==> src/rtl/iref_pwrup_seq.sv <==
// iref_pwrup_seq: bus initiator that powers the IREF reference up (pd=0, settle, charge pulse)
// and down (charge=0, pd=1) through single-beat writes on a valid/ready bus.
module iref_pwrup_seq #(
  parameter int unsigned ADDR_W        = 2,
  parameter int unsigned DATA_W        = 32,
  parameter int unsigned PD_ADDR       = 0,
  parameter int unsigned CHARGE_ADDR   = 1,
  parameter int unsigned SETTLE_CYCLES = 100,
  parameter int unsigned CHARGE_CYCLES = 1000,
  parameter int unsigned TIMEOUT       = 15
) (
  input  logic              clk,
  input  logic              rst,
  input  logic              start,
  input  logic              shutdown,
  output logic              valid,
  output logic [ADDR_W-1:0] address,
  output logic [DATA_W-1:0] wdata,
  output logic              wstrb,
  input  logic              ready,
  output logic              busy,
  output logic              done,
  output logic              err
);
  localparam int unsigned MaxDly = (SETTLE_CYCLES > CHARGE_CYCLES) ? SETTLE_CYCLES
                                                                   : CHARGE_CYCLES;
  localparam int unsigned DlyW = $clog2(MaxDly + 1);
  localparam int unsigned ToW  = $clog2(TIMEOUT + 1);
  localparam logic [DlyW-1:0] SettleLast = DlyW'(SETTLE_CYCLES - 1);
  localparam logic [DlyW-1:0] ChargeLast = DlyW'(CHARGE_CYCLES - 1);
  localparam logic [ToW-1:0]  ToLast     = ToW'(TIMEOUT - 1);

  typedef enum logic [2:0] {
    StIdle, StPdOff, StSettle, StChgOn, StCharge, StChgOff, StPdOn, StGap
  } state_e;

  state_e              state_q, state_d, ret_q, ret_d;
  logic                up_q, up_d;
  logic [DlyW-1:0]     dly_q, dly_d;
  logic [ToW-1:0]      wait_q, wait_d;
  logic                valid_q, valid_d;
  logic [ADDR_W-1:0]   address_q, address_d;
  logic [DATA_W-1:0]   wdata_q, wdata_d;
  logic                busy_q, busy_d;
  logic                done_q, done_d;
  logic                err_q, err_d;
  logic                issue;
  state_e              issue_tgt;

  function automatic logic [ADDR_W-1:0] wr_addr(state_e s);
    return (s == StPdOff || s == StPdOn) ? ADDR_W'(PD_ADDR) : ADDR_W'(CHARGE_ADDR);
  endfunction

  function automatic logic wr_val(state_e s);
    return (s == StChgOn || s == StPdOn);
  endfunction

  always_comb begin
    state_d   = state_q;
    ret_d     = ret_q;
    up_d      = up_q;
    dly_d     = dly_q;
    wait_d    = wait_q;
    valid_d   = valid_q;
    address_d = address_q;
    wdata_d   = wdata_q;
    done_d    = done_q;
    err_d     = err_q;
    issue     = 1'b0;
    issue_tgt = StIdle;

    unique case (state_q)
      StIdle: begin
        if (shutdown) begin
          up_d      = 1'b0;
          done_d    = 1'b0;
          err_d     = 1'b0;
          issue     = 1'b1;
          issue_tgt = StChgOff;
        end else if (start) begin
          up_d      = 1'b1;
          done_d    = 1'b0;
          err_d     = 1'b0;
          issue     = 1'b1;
          issue_tgt = StPdOff;
        end
      end
      StSettle: begin
        if (dly_q == SettleLast) begin
          issue     = 1'b1;
          issue_tgt = StChgOn;
        end else begin
          dly_d = dly_q + 1'b1;
        end
      end
      StCharge: begin
        if (dly_q == ChargeLast) begin
          issue     = 1'b1;
          issue_tgt = StChgOff;
        end else begin
          dly_d = dly_q + 1'b1;
        end
      end
      StGap: begin
        if (!ready) begin
          issue     = 1'b1;
          issue_tgt = ret_q;
        end
      end
      default: begin
        // Write states: valid is high here until ack or timeout.
        if (ready) begin
          valid_d = 1'b0;
          if (state_q == StPdOff) begin
            state_d = StSettle;
            dly_d   = '0;
          end else if (state_q == StChgOn) begin
            state_d = StCharge;
            dly_d   = '0;
          end else if (state_q == StChgOff && up_q) begin
            state_d = StIdle;
            done_d  = 1'b1;
          end else if (state_q == StChgOff) begin
            issue     = 1'b1;
            issue_tgt = StPdOn;
          end else begin
            state_d = StIdle;
          end
        end else if (wait_q == ToLast) begin
          valid_d = 1'b0;
          err_d   = 1'b1;
          done_d  = 1'b0;
          state_d = StIdle;
        end else begin
          wait_d = wait_q + 1'b1;
        end
      end
    endcase

    // A new write only goes out once the previous ack has dropped; otherwise park in StGap.
    if (issue) begin
      address_d = wr_addr(issue_tgt);
      wdata_d   = DATA_W'(wr_val(issue_tgt));
      if (ready) begin
        state_d = StGap;
        ret_d   = issue_tgt;
        valid_d = 1'b0;
      end else begin
        state_d = issue_tgt;
        valid_d = 1'b1;
        wait_d  = '0;
      end
    end

    busy_d = (state_d != StIdle);
  end

  always_ff @(posedge clk or posedge rst) begin
    if (rst) begin
      state_q   <= StIdle;
      ret_q     <= StIdle;
      up_q      <= 1'b0;
      dly_q     <= '0;
      wait_q    <= '0;
      valid_q   <= 1'b0;
      address_q <= '0;
      wdata_q   <= '0;
      busy_q    <= 1'b0;
      done_q    <= 1'b0;
      err_q     <= 1'b0;
    end else begin
      state_q   <= state_d;
      ret_q     <= ret_d;
      up_q      <= up_d;
      dly_q     <= dly_d;
      wait_q    <= wait_d;
      valid_q   <= valid_d;
      address_q <= address_d;
      wdata_q   <= wdata_d;
      busy_q    <= busy_d;
      done_q    <= done_d;
      err_q     <= err_d;
    end
  end

  assign valid   = valid_q;
  assign wstrb   = valid_q;
  assign address = address_q;
  assign wdata   = wdata_q;
  assign busy    = busy_q;
  assign done    = done_q;
  assign err     = err_q;

endmodule
==> config.mk <==
export PLATFORM = sky130hd
export DESIGN_NAME = iref_pwrup_seq
export DESIGN_NICKNAME = d
export VERILOG_FILES = /design/src/rtl/iref_pwrup_seq.sv
export SDC_FILE = /design/constraint.sdc
export NUM_CORES = 1
export LEC_CHECK = 0
export BUFFER_PORTS_ARGS = -buffer_cell sky130_fd_sc_hd__buf_2
export CAP_MARGIN = 0
export CORE_AREA = 2 2 66 68
export CTS_CLUSTER_DIAMETER = 100
export DETAILED_ROUTE_END_ITERATION = 12
export DIE_AREA = 0 0 68 70
export PLACE_DENSITY = 0.7
export SKIP_LAST_GASP = 1
export SYNTH_ARGS = -nofsm -noshare
export SYNTH_HDL_FRONTEND = slang
export SYNTH_SLANG_ARGS = --single-unit
==> constraint.sdc <==
create_clock -name clk -period 2 [get_ports clk]
set_clock_uncertainty 0.05 [all_clocks]
set_input_delay 0 -clock clk [delete_from_list [all_inputs] [get_ports clk]]
set_output_delay 0 -clock clk [all_outputs]
set_load 0.005 [all_outputs]
### After elaboration in Yosys (flattened, before gate mapping)

Index checks and enable logic that the tools add are counted.
W data, S select, Z words.

* ROM bits: 0
* word-level logic and storage cells: 114
* output and inout port bits: 39
* bits in writable memories: 0
* latch bits: 0
* memories: 0
* bits of input ports: 5
* register bits: 28

* order comparisons: 0
* add/subtract/negate cells: 2
* bitwise gates (word level): 2
* muxes and demuxes: 59
* div/mod/pow operators: 0
* equality and inequality tests: 20
* multipliers: 0
* shifts and indexed selects: 0
* reductions and logical operators: 20

Operators with widths (number)
* $mux W3: 17
* $mux W10: 5
* $pmux W10 S3: 1
* $mux W1: 26
* $mux W4: 5
* $eq A3 B3 Y1 const B: 4
* $pmux W3 S4: 1
* $reduce_bool A3 Y1: 4
* $add A10 B1 Y10 const B: 1
* $eq A10 B10 Y1 const B: 1
* $eq A10 B7 Y1 const B: 1
* $eq A3 B2 Y1 const B: 3
* $eq A3 B1 Y1 const B: 2
* $ne A3 B2 Y1 const B: 2
* $reduce_and A2 Y1: 3
* $reduce_and A6 Y1: 1
* $reduce_and A5 Y1: 1
* $add A4 B1 Y4 const B: 1
* $eq A4 B4 Y1 const B: 1
* $ne A2 B1 Y1 const B: 2
* $ne A2 B2 Y1 const B: 2
* $pmux W1 S2: 2
* $pmux W1 S4: 1
* $reduce_and A4 Y1: 1
* other kinds (12): 15

### Depth between registers and ports, before layout

Gate-level depths: netlist of the first run.

* depth after elaboration: 10
* mapped depth: 8
* depth with buffers taken out: 8

### Least setup slack after synthesis of the first run

OpenSTA, ideal clock, no wires.

* kind: flip-flop to flip-flop
* start point: register dly_q[0]
* end point: register busy_q, in the netlist busy
* path buffers: 0
* stages on the path, launching flop included: 8
* library setup time: 0.131 ns
* required time: 1.819 ns
* period minus slack after synthesis: 2.093 ns
* data arrival time: 1.912 ns
* setup slack: -0.093 ns
* path through: dfrtp_1 ha_1 nand2_1 nor3_1 o21ai_4 nand3_2 mux2_4 or3_1

* cells in the longest elaborated chain, start to end: 6
* elaborated cells on any way between the ends: 11
* those cells by class: 2 x eq/ne; 8 x mux; 1 x reduce/logical

Ends and longest elaborated chain
* from (decl): RTL line 39 `logic [DlyW-1:0] dly_q, dly_d;`
* from (signal assigned): RTL line 175 `dly_q <= dly_d;`
* $eq A10 B10 Y1: RTL line 97 `if (dly_q == ChargeLast) begin`
* $mux W3: RTL line 97
* $pmux W3 S4: RTL line 72 `unique case (state_q)`
* $mux W3: RTL line 144 `if (ready) begin`
* $mux W3 *: RTL line 141 `if (issue) begin`
* via state_d[2]: RTL line 37 `state_e state_q, state_d, ret_q, ret_d;`
* $reduce_bool A3 Y1 *: RTL line 155 `busy_d = (state_d != StIdle);`
* via busy_d: RTL line 44 `logic busy_q, busy_d;`
* to (signal assigned): RTL line 180 `busy_q <= busy_d;`
* to (decl): RTL line 44

Mark *: on every way through the listed nets, which the timed path passes. The rest lies on a longest branch.
A chain may end at the register's enable or synchronous reset.

### Worst setup path in the final report of the first run

* start point: register state_q[0]
* end point: register busy_q, in the netlist busy

* cells in the longest elaborated chain, start to end: 10
* elaborated cells on any way between the ends: 31
* those cells by class: 6 x eq/ne; 21 x mux; 4 x reduce/logical

Ends and longest elaborated chain
* from (decl): RTL line 37
* from (signal assigned): RTL line 160 `state_q <= StIdle;`
* from (signal assigned): RTL line 172 `state_q <= state_d;`
* $eq A3 B3 Y1: RTL line 120, 123
* $mux W3 / $logic_and A1 B1 Y1 (equally long branches): RTL line 123, 120
* $mux W3: RTL line 120 `end else if (state_q == StChgOff && up_q) begin`
* $mux W3: RTL line 117 `end else if (state_q == StChgOn) begin`
* $mux W3: RTL line 114 `if (state_q == StPdOff) begin`
* $mux W3: RTL line 112 `if (ready) begin`
* $pmux W3 S4: RTL line 72
* $mux W3: RTL line 144
* $mux W3 *: RTL line 141
* via state_d[1]: RTL line 37
* $reduce_bool A3 Y1 *: RTL line 155
* via busy_d: RTL line 44

Marks and branches as above.

==> results.cfg, run 1 <==
[status]
status = complete, no violations

[cts]
clk_pin_slew_worst_paths_ps = 100
worstSkewPairLatency_ps = 280
root_buffer = clkbuf_8
clock_sinks = 27
cts_buffer_depth = 2
htreeDepth = 1
cts-buffers-inserted = 3
cts_tree = built

[synth]
seq_area_frac_synth = 0.358
ys_ff_latch = 27
synth_top_family_by_area = simple AND/OR/NAND/NOR gates
synth_area_per_cell_um2 = 8.87
synth.area.mux_share = 0.0311
async_flop_share = 1.00
ys_types = 50
synth_area_um2 = 1890
syn_inst = 213
yosysMostFrequentCell = buf_4
synth_fa_ha_area_frac = 0.0199
synthTopCellsByArea = dfrtp_1 (36%), buf_4 (13%), nor2_1 (4.2%)
synth_compound_area_frac = 0.164
yosys.area_share.simple = 0.214
synth_top_cell_by_area = dfrtp_1
ys_warn_count = 0
synth_ff_type = dfrtp_1
synth_top_area_share = 0.358
synth_common_cells = buf_4 (33), dfrtp_1 (27), nor2_1 (21)
synthXorXnorAreaFrac = 0.0510
synth_edf_count = 0

[sta]
setup_viol = 0
final_hold_viol_count = 0
post-route-period-util = 0.969
fmax_ghz = 0.516
finalMaxSlewViolations = 0
rsz0062_at_grt = yes
whs_ps = 145
post-route-min-period_ps = 1940

[placement]
post_dp_cell_area_um2 = 2040
placedCellCount = 293
dpl.hpwl_um = 2880
io_buffers = 11
place_congestion = 0.955

[critical_path]
critPathTopFamily = compound AO/OA/AOI/OAI gates
cp.required_ps = 2120
crit_chain = buf_4 > nor3b_1 > a221o_1 > o22ai_2 > o21ai_2 > or3_1
crit_path_end_kind = flop
path_buf_inv = 1
rrSetupSlack_ps = 60
critical-path-max-stage-delay_ps = 460
crit_type = flop to flop
worstPathArrival_ps = 2060
crit_slowest_cell = dfrtp_2
worst_setup_path_start_kind = flop
critPathMaxFanout = 14

[detailed_routing]
vias_per_cell = 5.16
drc_errors = 0
vias = 1563
wl_um = 3890
ant_nets = 0
drtPass1Iterations = 4
wl_per_cell_um = 12.9
initialDrtViolationCount = 71

[final_layout]
areaGrowthSynthToFinish_pct = 15.5
drive_above_1_share = 0.263
fill_cells = 404
layout.nets = 260
finalInstanceArea_um2 = 2180
utilization = 0.527
final_cells = 303
antenna_cells = 0

[grt]
gr-total-overflow = 0
grt_pass1_vias = 1464
grt_max_degree = 28
grtUsageTotal = 0.175
grt_pass1_wl_um = 6530
antenna_found_initial = 0

[die]
fp.coreArea_um2 = 4140
die_w_um = 68
dieArea_um2 = 4760
die_h_um = 70
pin_count = 44
initial_core_util = 0.456
rows = 24

[power_and_ir_drop]
p_leak_nw = 1.05
ir_drop_v = 0.000433
power.total_w = 0.00271
p_per_area_nw_per_um2 = 1240

[hold_path]
hold_class = input pin to flop

[flow_run]
maxCapViolCount = 0
==> report_power, final <==
group | switching, W | internal (W)
clock network | 0.000177 | 0.000143
registers | 0.000162 | 0.000741
logic | 0.000767 | 0.000721
==> layer usage <==
metal,share of wire,up-vias,GRT usage
met5,0,-,0
met4,0.013,0,0.0733
li1,-,759,-
met1,0.46,747,0.251
met2,0.48,53,0.263
met3,0.043,4,0.0193
==> what timing repair did <==
item                                   CTS  global route
setup buffers                            0             2
setup endpoints to repair                1             8
endpoints found under the hold margin   29             0
hold buffers                             4             0
pin swaps                                0             6
resized for setup                        1            11
cloned                                   0             0
==> through the flow <==
step	TNS, ps	setup slack (ps)
after floorplan	0	48.4
after CTS	0	12.5
final	0	61.2
after detailed placement	0	2.43
after global placement	0	31.7
after global routing	-48.9	-33.6
==> path summary, 6_finish.rpt <==
| kind | startpoint | endpoint | cells after the start |
|---|---|---|---|
| worst max-delay path | state_q[0] | busy | 6 |
| max in group asynchronous | rst | state_q[1] | 4 |
| worst min register to register | err | err | 1 |
| min in group asynchronous | rst | busy | 4 |
| worst max register to register | state_q[0] | busy | 6 |
| worst min-delay path | start | done | 5 |
==> placed cells by master (no fill, tap or decap), types with 3 or more instances in the layout <==
cell type      count
a21oi_1           10
a31oi_1            3
and3_1             3
buf_2             11
buf_4             27
clkbuf_8           3
conb_1            32
dfrtp_1           24
dfrtp_2            3
dlygate4sd3_1      4
inv_1              5
mux2_2             3
nand2_1           14
nand2_2            3
nand3_1            9
nand4_1            3
nor2_1            20
nor3_1             4
nor3b_1            3
o21a_1             3
o21ai_0            9
o22ai_1            4
or3_1              4
xnor2_1            3
xor2_1             8
==> area by class of cell <==
type                    instances  area (µm²)  area share
inverters                       5        18.8     0.00860
well taps                      52        65.1      0.0298
flip-flops and latches         27         679       0.311
clock buffers                   4        45.0      0.0206
multi-input cells             172        1060       0.488
repair buffers                 43         309       0.142
==> worst reg2reg max path: stages (launching register included) <==
cell     delay [ps]
dfrtp_2         460
buf_4           200
nor3b_1         170
a221o_1         350
o22ai_2         150
o21ai_2          80
or3_1           360
==> kinds of logic after synthesis <==
| family | Yosys count |
|---|---|
| other cells | 1 |
| flops | 27 |
| buf+inv | 45 |
| compound gates | 46 |
| simple gates | 75 |
| mux | 5 |
| xor+xnor | 11 |
| fa+ha+maj | 3 |
Note: power is estimated with default switching activity, not from simulation.
==> run 2, diff against run 1 <==
--- a/config.mk
+++ b/config.mk
@@ -7,11 +7,11 @@
 export LEC_CHECK = 0
 export BUFFER_PORTS_ARGS = -buffer_cell sky130_fd_sc_hd__buf_2
 export CAP_MARGIN = 0
-export CORE_AREA = 2 2 66 68
+export CORE_AREA = 2 2 62 64
 export CTS_CLUSTER_DIAMETER = 100
 export DETAILED_ROUTE_END_ITERATION = 12
-export DIE_AREA = 0 0 68 70
-export PLACE_DENSITY = 0.7
+export DIE_AREA = 0 0 64 66
+export PLACE_DENSITY = 0.75
 export SKIP_LAST_GASP = 1
 export SYNTH_ARGS = -nofsm -noshare
 export SYNTH_HDL_FRONTEND = slang
==> constraint.sdc (replaced) <==
create_clock -name clk -period 2.3 [get_ports clk]
set_clock_uncertainty 0.05 [all_clocks]
set_input_delay 0 -clock clk [delete_from_list [all_inputs] [get_ports clk]]
set_output_delay 0 -clock clk [all_outputs]
set_load 0.005 [all_outputs]
==> run 2 against run 1 <==
  * Register-to-register slack better by 80 ps
  * Critical path depth is the same
  * Global-route usage rose by 1.9 points
  * Combinational power fell by 28%
  * Setup slack better by 85 ps
  * Sequential share of layout area up 2.9 points
==> results.cfg, run 2 (synthesized netlist as in run 1, its figures left out) <==
[critical_path]
reg2reg_depth = 6
rrSetupSlack_ps = 150
crit_slowest_cell = dfrtp_1
crit_path_end_kind = flop
worstPathArrival_ps = 2330
crit_chain = nand3_1 > nor4b_2 > o21ai_4 > nand3_2 > mux2_4 > or3_1
reg2reg_from = state_q[2]
critical-path-max-stage-delay_ps = 540
worst_setup_path_start_kind = flop
rr_endpoint = busy
crit_type = flop to flop
critPathTopFamily = simple AND/OR/NAND/NOR gates
cp-startpoint = state_q[2]
critPathMaxFanout = 9
path_buf_inv = 0
cp.required_ps = 2480

[cts]
cts_setup_buffers = 0
root_buffer = clkbuf_4
cts_tree = built
worstSkewPairLatency_ps = 340
clock_sinks = 27
htreeDepth = 1
cts-buffers-inserted = 3
cts_buffer_depth = 2
clk_pin_slew_worst_paths_ps = 160

[power_and_ir_drop]
p_leak_nw = 0.958
p_per_area_nw_per_um2 = 1070
power.total_w = 0.00212
ir_drop_v = 0.000359

[grt]
grt_pass1_wl_um = 6450
grt_pass1_vias = 1359
antenna_found_initial = 0
gr-total-overflow = 0
grt_max_degree = 28
grtUsageTotal = 0.194

[sta]
setup_viol = 0
fmax_ghz = 0.464
finalSetupTns_ps = 0
finalMaxSlewViolations = 0
final_hold_viol_count = 0
post-route-min-period_ps = 2150
post-route-period-util = 0.936
rsz0062_at_grt = no
whs_ps = 41.8

[detailed_routing]
ant_nets = 0
vias = 1496
drtPass1Iterations = 4
wl_per_cell_um = 13.2
wl_um = 3710
drc_errors = 0
initialDrtViolationCount = 126
vias_per_cell = 5.32

[flow_run]
maxCapViolCount = 0

[die]
initial_core_util = 0.532
fp.coreArea_um2 = 3550
die_w_um = 64
rows = 22
pin_count = 44
die_h_um = 66
dieArea_um2 = 4220

[final_layout]
final_cells = 281
fill_cells = 323
mostFrequentLayoutCell = conb_1
drive_above_1_share = 0.172
layout.nets = 242
antenna_cells = 0
final_cell_mix = conb_1 (32), dfrtp_1 (27), nor2_1 (21), nand2_1 (17), buf_2 (11)
areaGrowthSynthToFinish_pct = 5.03

[hold_path]
worstHoldStart = start
hold_class = input pin to flop
whs_path_depth = 4
holdPathEnd = state_q[1]

[status]
status = complete, no violations

[placement]
placedCellCount = 273
dpl.hpwl_um = 2670
place_congestion = 0.920
io_buffers = 11
==> run 2: per-layer routing <==
layer | share of wire | global-route usage | routed length (µm)
met5 | 0 | 0 | 0
met4 | 0.022 | 0.0815 | 80
met3 | 0.047 | 0.0204 | 174
met2 | 0.45 | 0.302 | 1680
met1 | 0.48 | 0.274 | 1770
==> run 2: worst max-delay path by stage <==
| stage | to | slack (ps) | cells past startpoint |
|---|---|---|---|
| 3_3_place_gp | busy | 190 | 7 |
| 4_1_cts | busy | 60 | 7 |
| 5_1_grt | busy | 40 | 6 |
| 3_5_place_dp | busy | 90 | 7 |
| 2_1_floorplan | busy | 210 | 7 |
| 6_report | busy | 150 | 6 |
==> run 2: worst min-delay path, stage by stage <==
cell and delay [ps]:
buf_2 110, o21ai_1 100, nand3_2 130, o21ai_2 80
==> run 2: metrics by stage <==
stage	instance area [µm²]	worst slack [ps]	util
after floorplan	2010	207	-
after global placement	1910	192	0.538
after detailed placement	1910	90.3	0.538
after CTS	1980	63.3	0.557
after global routing	1980	37.5	0.559
final	1980	146	0.559
==> run 2: layout make-up <==
cell class / instances / area [µm²] / area share
clock buffers: 3 / 22.5 / 0.0113
clock inverters: 1 / 5.00 / 0.00252
inverters: 5 / 18.8 / 0.00946
multi-input cells: 172 / 1030 / 0.520
flip-flops and latches: 27 / 676 / 0.340
well taps: 48 / 60.1 / 0.0303
repair buffers: 25 / 170 / 0.0858
==> run 2: repair_timing <==
action,4_1_cts,5_1_grt
hold buffers,4,0
gates resized for setup,0,1
setup endpoints to repair,0,3
endpoints found under the hold margin,29,0
==> run 2: report_power, final <==
| part | total (W) | leakage (nW) | switching [W] | internal [W] |
|---|---|---|---|---|
| clock network | 0.000219 | 0.0177 | 0.000154 | 0.0000656 |
| registers | 0.000820 | 0.348 | 0.000182 | 0.000638 |
| logic | 0.00108 | 0.593 | 0.000574 | 0.000504 |
| total | 0.00212 | 0.958 | 0.000910 | 0.00121 |
